<file path="src/rtl/fetch_if.sv">
// Fetch-stage bus: instruction-memory req/ack, branch redirect, and the
// valid/ready instruction handoff to decode.
interface fetch_if #(
    parameter int W = 32
);
    logic         ImemReq;
    logic [W-1:0] ImemAddr;
    logic         ImemAck;
    logic [W-1:0] ImemData;
    logic         Redirect;
    logic [W-1:0] RedirectPC;
    logic         InstValid;
    logic [W-1:0] Inst;
    logic [W-1:0] InstPC;
    logic         InstReady;

    modport master (
        output ImemReq, ImemAddr, InstValid, Inst, InstPC,
        input  ImemAck, ImemData, Redirect, RedirectPC, InstReady
    );

    modport slave (
        input  ImemReq, ImemAddr, InstValid, Inst, InstPC,
        output ImemAck, ImemData, Redirect, RedirectPC, InstReady
    );
endinterface

</file>
<file path="src/rtl/fetch_unit.sv">
// Instruction fetch stage: owns the PC, issues one memory request at a time,
// buffers responses in a small FIFO and hands them to decode.
module fetch_unit #(
    parameter int           W        = 32,
    parameter logic [W-1:0] RESET_PC = 32'h0000_3000,
    parameter int           QDEPTH   = 2
) (
    input logic     clk,
    input logic     rst,
    fetch_if.master bus
);
    localparam int             AW      = $clog2(QDEPTH);
    localparam logic [AW:0]    FULL    = QDEPTH[AW:0];
    localparam logic [W-1:0]   PC_STEP = W'(4);
    localparam logic [W-1:0]   ALIGN   = ~W'(3);

    typedef enum logic [1:0] {IDLE, REQ, DROP} state_t;

    state_t        state, state_nxt;
    logic [W-1:0]  pc, pc_nxt, drop_addr;
    logic [W-1:0]  inst_q [QDEPTH];
    logic [W-1:0]  ipc_q  [QDEPTH];
    logic [AW-1:0] rd_ptr, wr_ptr;
    logic [AW:0]   count, count_nxt;
    logic          push, pop;

    assign pop       = (count != '0) && bus.InstReady;
    assign push      = (state == REQ) && bus.ImemAck && !bus.Redirect;
    assign count_nxt = count + {{AW{1'b0}}, push} - {{AW{1'b0}}, pop};

    // A redirected-away request keeps its original address until it is acked.
    assign bus.ImemReq   = (state != IDLE);
    assign bus.ImemAddr  = (state == DROP) ? drop_addr : pc;
    assign bus.InstValid = (count != '0);
    assign bus.Inst      = inst_q[rd_ptr];
    assign bus.InstPC    = ipc_q[rd_ptr];

    always_comb begin
        state_nxt = state;
        pc_nxt    = pc;
        case (state)
            IDLE: begin
                if (count < FULL) state_nxt = REQ;
            end
            REQ: begin
                if (bus.ImemAck) begin
                    pc_nxt = pc + PC_STEP;
                    if (count_nxt >= FULL) state_nxt = IDLE;
                end
            end
            DROP: begin
                if (bus.ImemAck) state_nxt = REQ;
            end
            default: state_nxt = IDLE;
        endcase
        // Redirect wins; an unacked request must still be seen through.
        if (bus.Redirect) begin
            pc_nxt    = bus.RedirectPC & ALIGN;
            state_nxt = ((state != IDLE) && !bus.ImemAck) ? DROP : REQ;
        end
    end

    always_ff @(posedge clk or posedge rst) begin
        if (rst) begin
            state     <= IDLE;
            pc        <= RESET_PC;
            drop_addr <= RESET_PC;
        end else begin
            state <= state_nxt;
            pc    <= pc_nxt;
            if (bus.Redirect && (state == REQ) && !bus.ImemAck) drop_addr <= pc;
        end
    end

    always_ff @(posedge clk or posedge rst) begin
        if (rst) begin
            rd_ptr <= '0;
            wr_ptr <= '0;
            count  <= '0;
        end else if (bus.Redirect) begin
            rd_ptr <= '0;
            wr_ptr <= '0;
            count  <= '0;
        end else begin
            if (push) wr_ptr <= wr_ptr + 1'b1;
            if (pop)  rd_ptr <= rd_ptr + 1'b1;
            count <= count_nxt;
        end
    end

    always_ff @(posedge clk or posedge rst) begin
        if (rst) begin
            for (int i = 0; i < QDEPTH; i++) begin
                inst_q[i] <= '0;
                ipc_q[i]  <= '0;
            end
        end else if (push) begin
            inst_q[wr_ptr] <= bus.ImemData;
            ipc_q[wr_ptr]  <= pc;
        end
    end
endmodule

</file>
<file path="src/flat_wrapper.sv">
// flat-port wrapper written by rule: the top's interface ports become plain ports
module fetch_unit_flat 
#(
    parameter int           W        = 32,
    parameter logic [W-1:0] RESET_PC = 32'h0000_3000,
    parameter int           QDEPTH   = 2
)
  (clk, rst, bus_ImemReq, bus_ImemAddr, bus_InstValid, bus_Inst, bus_InstPC, bus_ImemAck, bus_ImemData, bus_Redirect, bus_RedirectPC, bus_InstReady);
  fetch_if #(.W(W)) bus_i ();
  input logic clk;
  input logic rst;
  output wire logic [$bits(bus_i.ImemReq)-1:0] bus_ImemReq;
  output wire logic [$bits(bus_i.ImemAddr)-1:0] bus_ImemAddr;
  output wire logic [$bits(bus_i.InstValid)-1:0] bus_InstValid;
  output wire logic [$bits(bus_i.Inst)-1:0] bus_Inst;
  output wire logic [$bits(bus_i.InstPC)-1:0] bus_InstPC;
  input wire logic [$bits(bus_i.ImemAck)-1:0] bus_ImemAck;
  input wire logic [$bits(bus_i.ImemData)-1:0] bus_ImemData;
  input wire logic [$bits(bus_i.Redirect)-1:0] bus_Redirect;
  input wire logic [$bits(bus_i.RedirectPC)-1:0] bus_RedirectPC;
  input wire logic [$bits(bus_i.InstReady)-1:0] bus_InstReady;
  assign bus_ImemReq = bus_i.ImemReq;
  assign bus_ImemAddr = bus_i.ImemAddr;
  assign bus_InstValid = bus_i.InstValid;
  assign bus_Inst = bus_i.Inst;
  assign bus_InstPC = bus_i.InstPC;
  assign bus_i.ImemAck = bus_ImemAck;
  assign bus_i.ImemData = bus_ImemData;
  assign bus_i.Redirect = bus_Redirect;
  assign bus_i.RedirectPC = bus_RedirectPC;
  assign bus_i.InstReady = bus_InstReady;
  fetch_unit #(.W(W), .RESET_PC(RESET_PC), .QDEPTH(QDEPTH)) u_core (.clk(clk), .rst(rst), .bus(bus_i));
endmodule
</file>
<file path="config.mk">
export PLATFORM = sky130hd
export DESIGN_NAME = fetch_unit_flat
export DESIGN_NICKNAME = d
export VERILOG_FILES = /design/src/rtl/fetch_if.sv /design/src/rtl/fetch_unit.sv /design/src/flat_wrapper.sv
export SDC_FILE = /design/constraint.sdc
export NUM_CORES = 1
export LEC_CHECK = 0
export CAP_MARGIN = 15
export CORE_UTILIZATION = 54
export CTS_BUF_LIST = sky130_fd_sc_hd__clkbuf_4
export CTS_CLUSTER_SIZE = 12
export DETAILED_ROUTE_END_ITERATION = 7
export PLACE_DENSITY = 0.82
export SYNTH_ARGS = -nofsm -noshare
export SYNTH_HDL_FRONTEND = slang
export SYNTH_SLANG_ARGS = --single-unit
</file>
<file path="constraint.sdc">
create_clock -name clk -period 9.3 [get_ports clk]
set_input_delay 1.86 -clock clk [delete_from_list [all_inputs] [get_ports clk]]
set_output_delay 1.86 -clock clk [all_outputs]
set_load 0.1 [all_outputs]
</file>
# Yosys cells after proc, flatten, opt, wreduce, memory -nomap -nowiden
# Index checks and enable logic that the tools add are counted.
word_totals:
  regBits: 198
  in_bits: 69
  output_inout_bits: 98
  elab_cells: 72
classes:
  add_sub_neg: 5
  order_cmp: 5
  eq_ne: 6
  mux: 26
  n_bitwise: 2
  n_reduce_logical: 18
ops:
  columns: ["cell", "count"]
  rows:
  - ["$mux W32", 11]
  - ["$bwmux W64", 2]
  - ["$add A32 B3 Y32 const B", 1]
  - ["$demux W32 S1", 1]
  - ["$mux W2", 7]
  - ["$reduce_bool A2 Y1", 6]
  - ["$ne A3 B3 Y1 const B", 3]
  - ["$logic_and A1 B1 Y1", 7]
  - ["$ge A2 B2 Y1 const B", 3]
  - ["$pmux W2 S3", 1]
  - ["$mux W1", 4]
  - ["$not A1 Y2", 2]
  - ["$reduce_and A4 Y1", 1]
  - ["$ne A3 B2 Y1 const B", 1]
  - ["$add A1 B1 Y1 const B", 2]
  - ["$add A2 B1 Y2", 1]
  - ["$eq A2 B1 Y1 const B", 1]
  - ["$eq A2 B2 Y1 const B", 1]
  - ["$logic_not A1 Y1", 2]
  - ["$logic_not A2 Y1", 1]
  - ["$lt A2 B1 Y1 const B", 1]
  - ["$lt A2 B2 Y1 const B", 1]
  - ["$reduce_and A2 Y1", 1]
  - ["$sub A2 B1 Y2", 1]

# Depth between registers and ports, before layout
depth:
  ltp_word: 10
  ltp_mapped: 8
  mapped_depth_nobuf: 8

# Worst setup path after synthesis
# No wires, ideal clock.
synth_path:
  path_type: "register -> output"
  from: "register u_core.state[1]"
  to: "output port bus_ImemAddr[13]"
  arrival_time_ns: 3.068
  required_time_ns: 7.440
  slack_ns: 4.372
  stages_incl_launch_ff: 5
  n_path_buf: 2
  path_cell_list: "dfrtp_1 nor2b_1 clkbuf_1 clkbuf_1 o21ai_0"
synth_via:
  elab_chain_cells: 2
synth_lines:
  columns: ["item", "line", "rtl"]
  rows:
  - ["from (decl)", "fetch_unit.sv:19", "state_t state, state_nxt;"]
  - ["from (signal assigned)", "fetch_unit.sv:69", "state <= state_nxt;"]
  - ["$eq A2 B2 Y1", "fetch_unit.sv:33", "assign bus.ImemAddr = (state == DROP) ? drop_addr : pc;"]
  - ["$mux W32", "fetch_unit.sv:33", null]
  - ["to (decl)", "flat_wrapper.sv:13", "output wire logic [$bits(bus_i.ImemAddr)-1:0] bus_ImemAddr;"]
# Every way passes these cells.

# Worst setup path after layout
layout_path:
  from: "register u_core.state[1]"
  to: "output port bus_ImemAddr[22]"
# Same word-level chain as after synthesis.

==> results.sh <==
export IMPL_status="finished, final reports clean"
export IMPL_critPathLaunchType="flop"
export IMPL_yosys_top_cells_area="dfrtp_1, mux2_2, o21ai_0"
export IMPL_coreArea_um2=16000
export IMPL_grt_pass1_vias=6429
export IMPL_die_h_um=131
export IMPL_setup_tns_ps=0
export IMPL_layout_nets=903
export IMPL_clk_pin_slew_ps=150
export IMPL_drt_first_pass_iters=4
export IMPL_drv_cap=0
export IMPL_endpoint_kind="output pin"
export IMPL_syn_area_per_cell_um2=12.9
export IMPL_hold_buffers=0
export IMPL_hold_viol_final=0
export IMPL_yosysUniqueCellTypes=46
export IMPL_drtIter0Drc=328
export IMPL_die_w_um=131
export IMPL_rows=46
export IMPL_critPathKind="reg2out"
export IMPL_tightestPinTransition_ps=1130
export IMPL_syn_inst=692
export IMPL_max_freq_mhz=185
export IMPL_yosysSeqAreaShare_pct=53.3
export IMPL_setup_violations=0
export IMPL_io_pins=167
export IMPL_cts_buffers=17
export IMPL_slew_viol_final=0
export IMPL_dpl_cell_area_um2=10700
export IMPL_ys_flop_type="dfrtp_1"
export IMPL_final_cell_mix="mux2_2, dfrtp_1, clkdlybuf4s50_1, nand2_1, nor2_1"
export IMPL_max_slew_margin_rel_pct=24.6
export IMPL_async_reset_ff_share_pct=100
export IMPL_cts_num_sinks=190
export IMPL_cts_tree="yes"
export IMPL_synth_area_leader_cell="dfrtp_1"
export IMPL_clkLatencyLatePin_ps=590
export IMPL_period_minus_slack_ps=5420
export IMPL_cts_setup_buffers=0
export IMPL_cts_resized=0
export IMPL_initial_core_util_pct=55.8
export IMPL_drc=0
export IMPL_wl_per_cell_um=19.1
export IMPL_crit_path_max_fanout=37
export IMPL_timing_final_crit_share_pct=58.3
export IMPL_synth_edff_count=0
export IMPL_nFillCells=1138
export IMPL_wl_um=20200
export IMPL_hold_path_class="reg2reg"
export IMPL_avgViaCountPerCell=5.67
export IMPL_dieArea_um2=17100
export IMPL_arrival_ps=3560
export IMPL_grt_max_degree=101
export IMPL_grt_first_pass_wirelength_um=32600
export IMPL_cts_root_buf="clkbuf_4"
export IMPL_ant_nets=0
export IMPL_via_count=6013
export IMPL_dp_hpwl_um=13100
export IMPL_yosysWarnings=0
export IMPL_port_buffers=160
export IMPL_synth_top_area_share_pct=52.1
export IMPL_gp_congestion=0.778
export IMPL_finalInstanceArea_um2=11100
export IMPL_cp_data_required_time_ps=7440
export IMPL_mostFrequentLayoutCell="mux2_2"
export IMPL_finalClockSkew_ps=16.8
export IMPL_htreeDepth=4
export IMPL_ys_ff_latch=190
export IMPL_synth_area_um2=8940
export IMPL_antenna_found_initial=1
export IMPL_rsz0062_at_grt="no"
export IMPL_grt_overflow=0
export IMPL_clockBufferDepth=2
export IMPL_grtUsageTotal_pct=25.2
export IMPL_syn2layout_area_growth_pct=23.7
export IMPL_drive_above_1_share_pct=35.0
critical path, cell delays in order (launching register included):
cell,delay (ps)
dfrtp_1,500
nor2b_4,970
nand2_1,110
o21ai_0,190
clkdlybuf4s50_1,1200
registers in the layout (all words and copies together) (netlist names):
| register | cells |
|---|---|
| u_core.inst_q | 64 |
| u_core.ipc_q | 60 |
| u_core.drop_addr | 30 |
| u_core.pc | 30 |
| u_core.count | 2 |
| u_core.state | 2 |
| u_core.rd_ptr | 1 |
| u_core.wr_ptr | 1 |
synthesized netlist by cell type, drive strengths merged (2+ instances only):
cell / count
mux2: 240
nor2b: 3
and4: 4
buf: 26
clkbuf: 26
or4: 13
nor3: 7
o21ai: 22
nand4b: 3
nor2: 25
inv: 11
and2: 3
nand2: 29
or3: 2
o311ai: 3
ha: 3
dfstp: 4
nand3: 15
nand4: 9
dfrtp: 186
o31ai: 11
nor4: 5
a31oi: 14
xor2: 4
xnor2: 10
metrics by stage:
step / util (%) / hold slack, ps / instances / worst slack (ps)
floorplan: - / 474 / 695 / 2280
global placement: 66.7 / 480 / 1027 / 4440
detailed placement: 66.7 / 488 / 1027 / 4360
CTS: 68.9 / 521 / 1059 / 3870
global route: 69.1 / 530 / 1061 / 3710
finish: 69.1 / 519 / 1061 / 3880
area by class of cell:
type,count,area [µm²],area share (%)
Multi-Input combinational cell,441,3930,35.6
Sequential cell,190,4760,43.1
Clock buffer,18,135,1.22
Antenna cell,1,2.50,0.0226
Clock inverter,14,213,1.92
Tap cell,216,270,2.45
Timing Repair Buffer,169,1690,15.3
Inverter,12,50.0,0.453
kinds of logic after synthesis:
family / count (synthesis) / share of synthesized area (%)
muxes: 241 / 30.4
DFF: 190 / 53.3
and+or+nand+nor: 123 / 7.46
buffers and inverters: 64 / 3.12
AOI/OAI and AO/OA: 56 / 3.96
xor gates and xnor gates: 14 / 1.37
adders and majority gates: 3 / 0.420
other: 1 / 0.0420
worst paths after layout:
path	startpoint	to	slack, ps	cells after the start
min in group asynchronous	rst	u_core.inst_q[22]	1780	2
max in group asynchronous	rst	u_core.pc[13]	6260	4
hold / removal	u_core.ipc_q[37]	u_core.ipc_q[37]	520	1
setup / recovery	u_core.state[1]	bus_ImemAddr[22]	3880	4
setup reg to reg	u_core.state[1]	u_core.inst_q[8]	6500	5
hold reg to reg	u_core.ipc_q[37]	u_core.ipc_q[37]	520	1
routing by layer:
layer  vias up  global-route usage (%)  share of wire, %
met5         -                       0                 0
met4         0                    10.1               2.2
met3        36                    5.90               5.6
met2       173                    43.2                51
met1      3023                    30.7                42
li1       2781                       -                 -
Power is not shown: default switching activity piles up to over one toggle a cycle in this logic, so the estimate is an artifact.
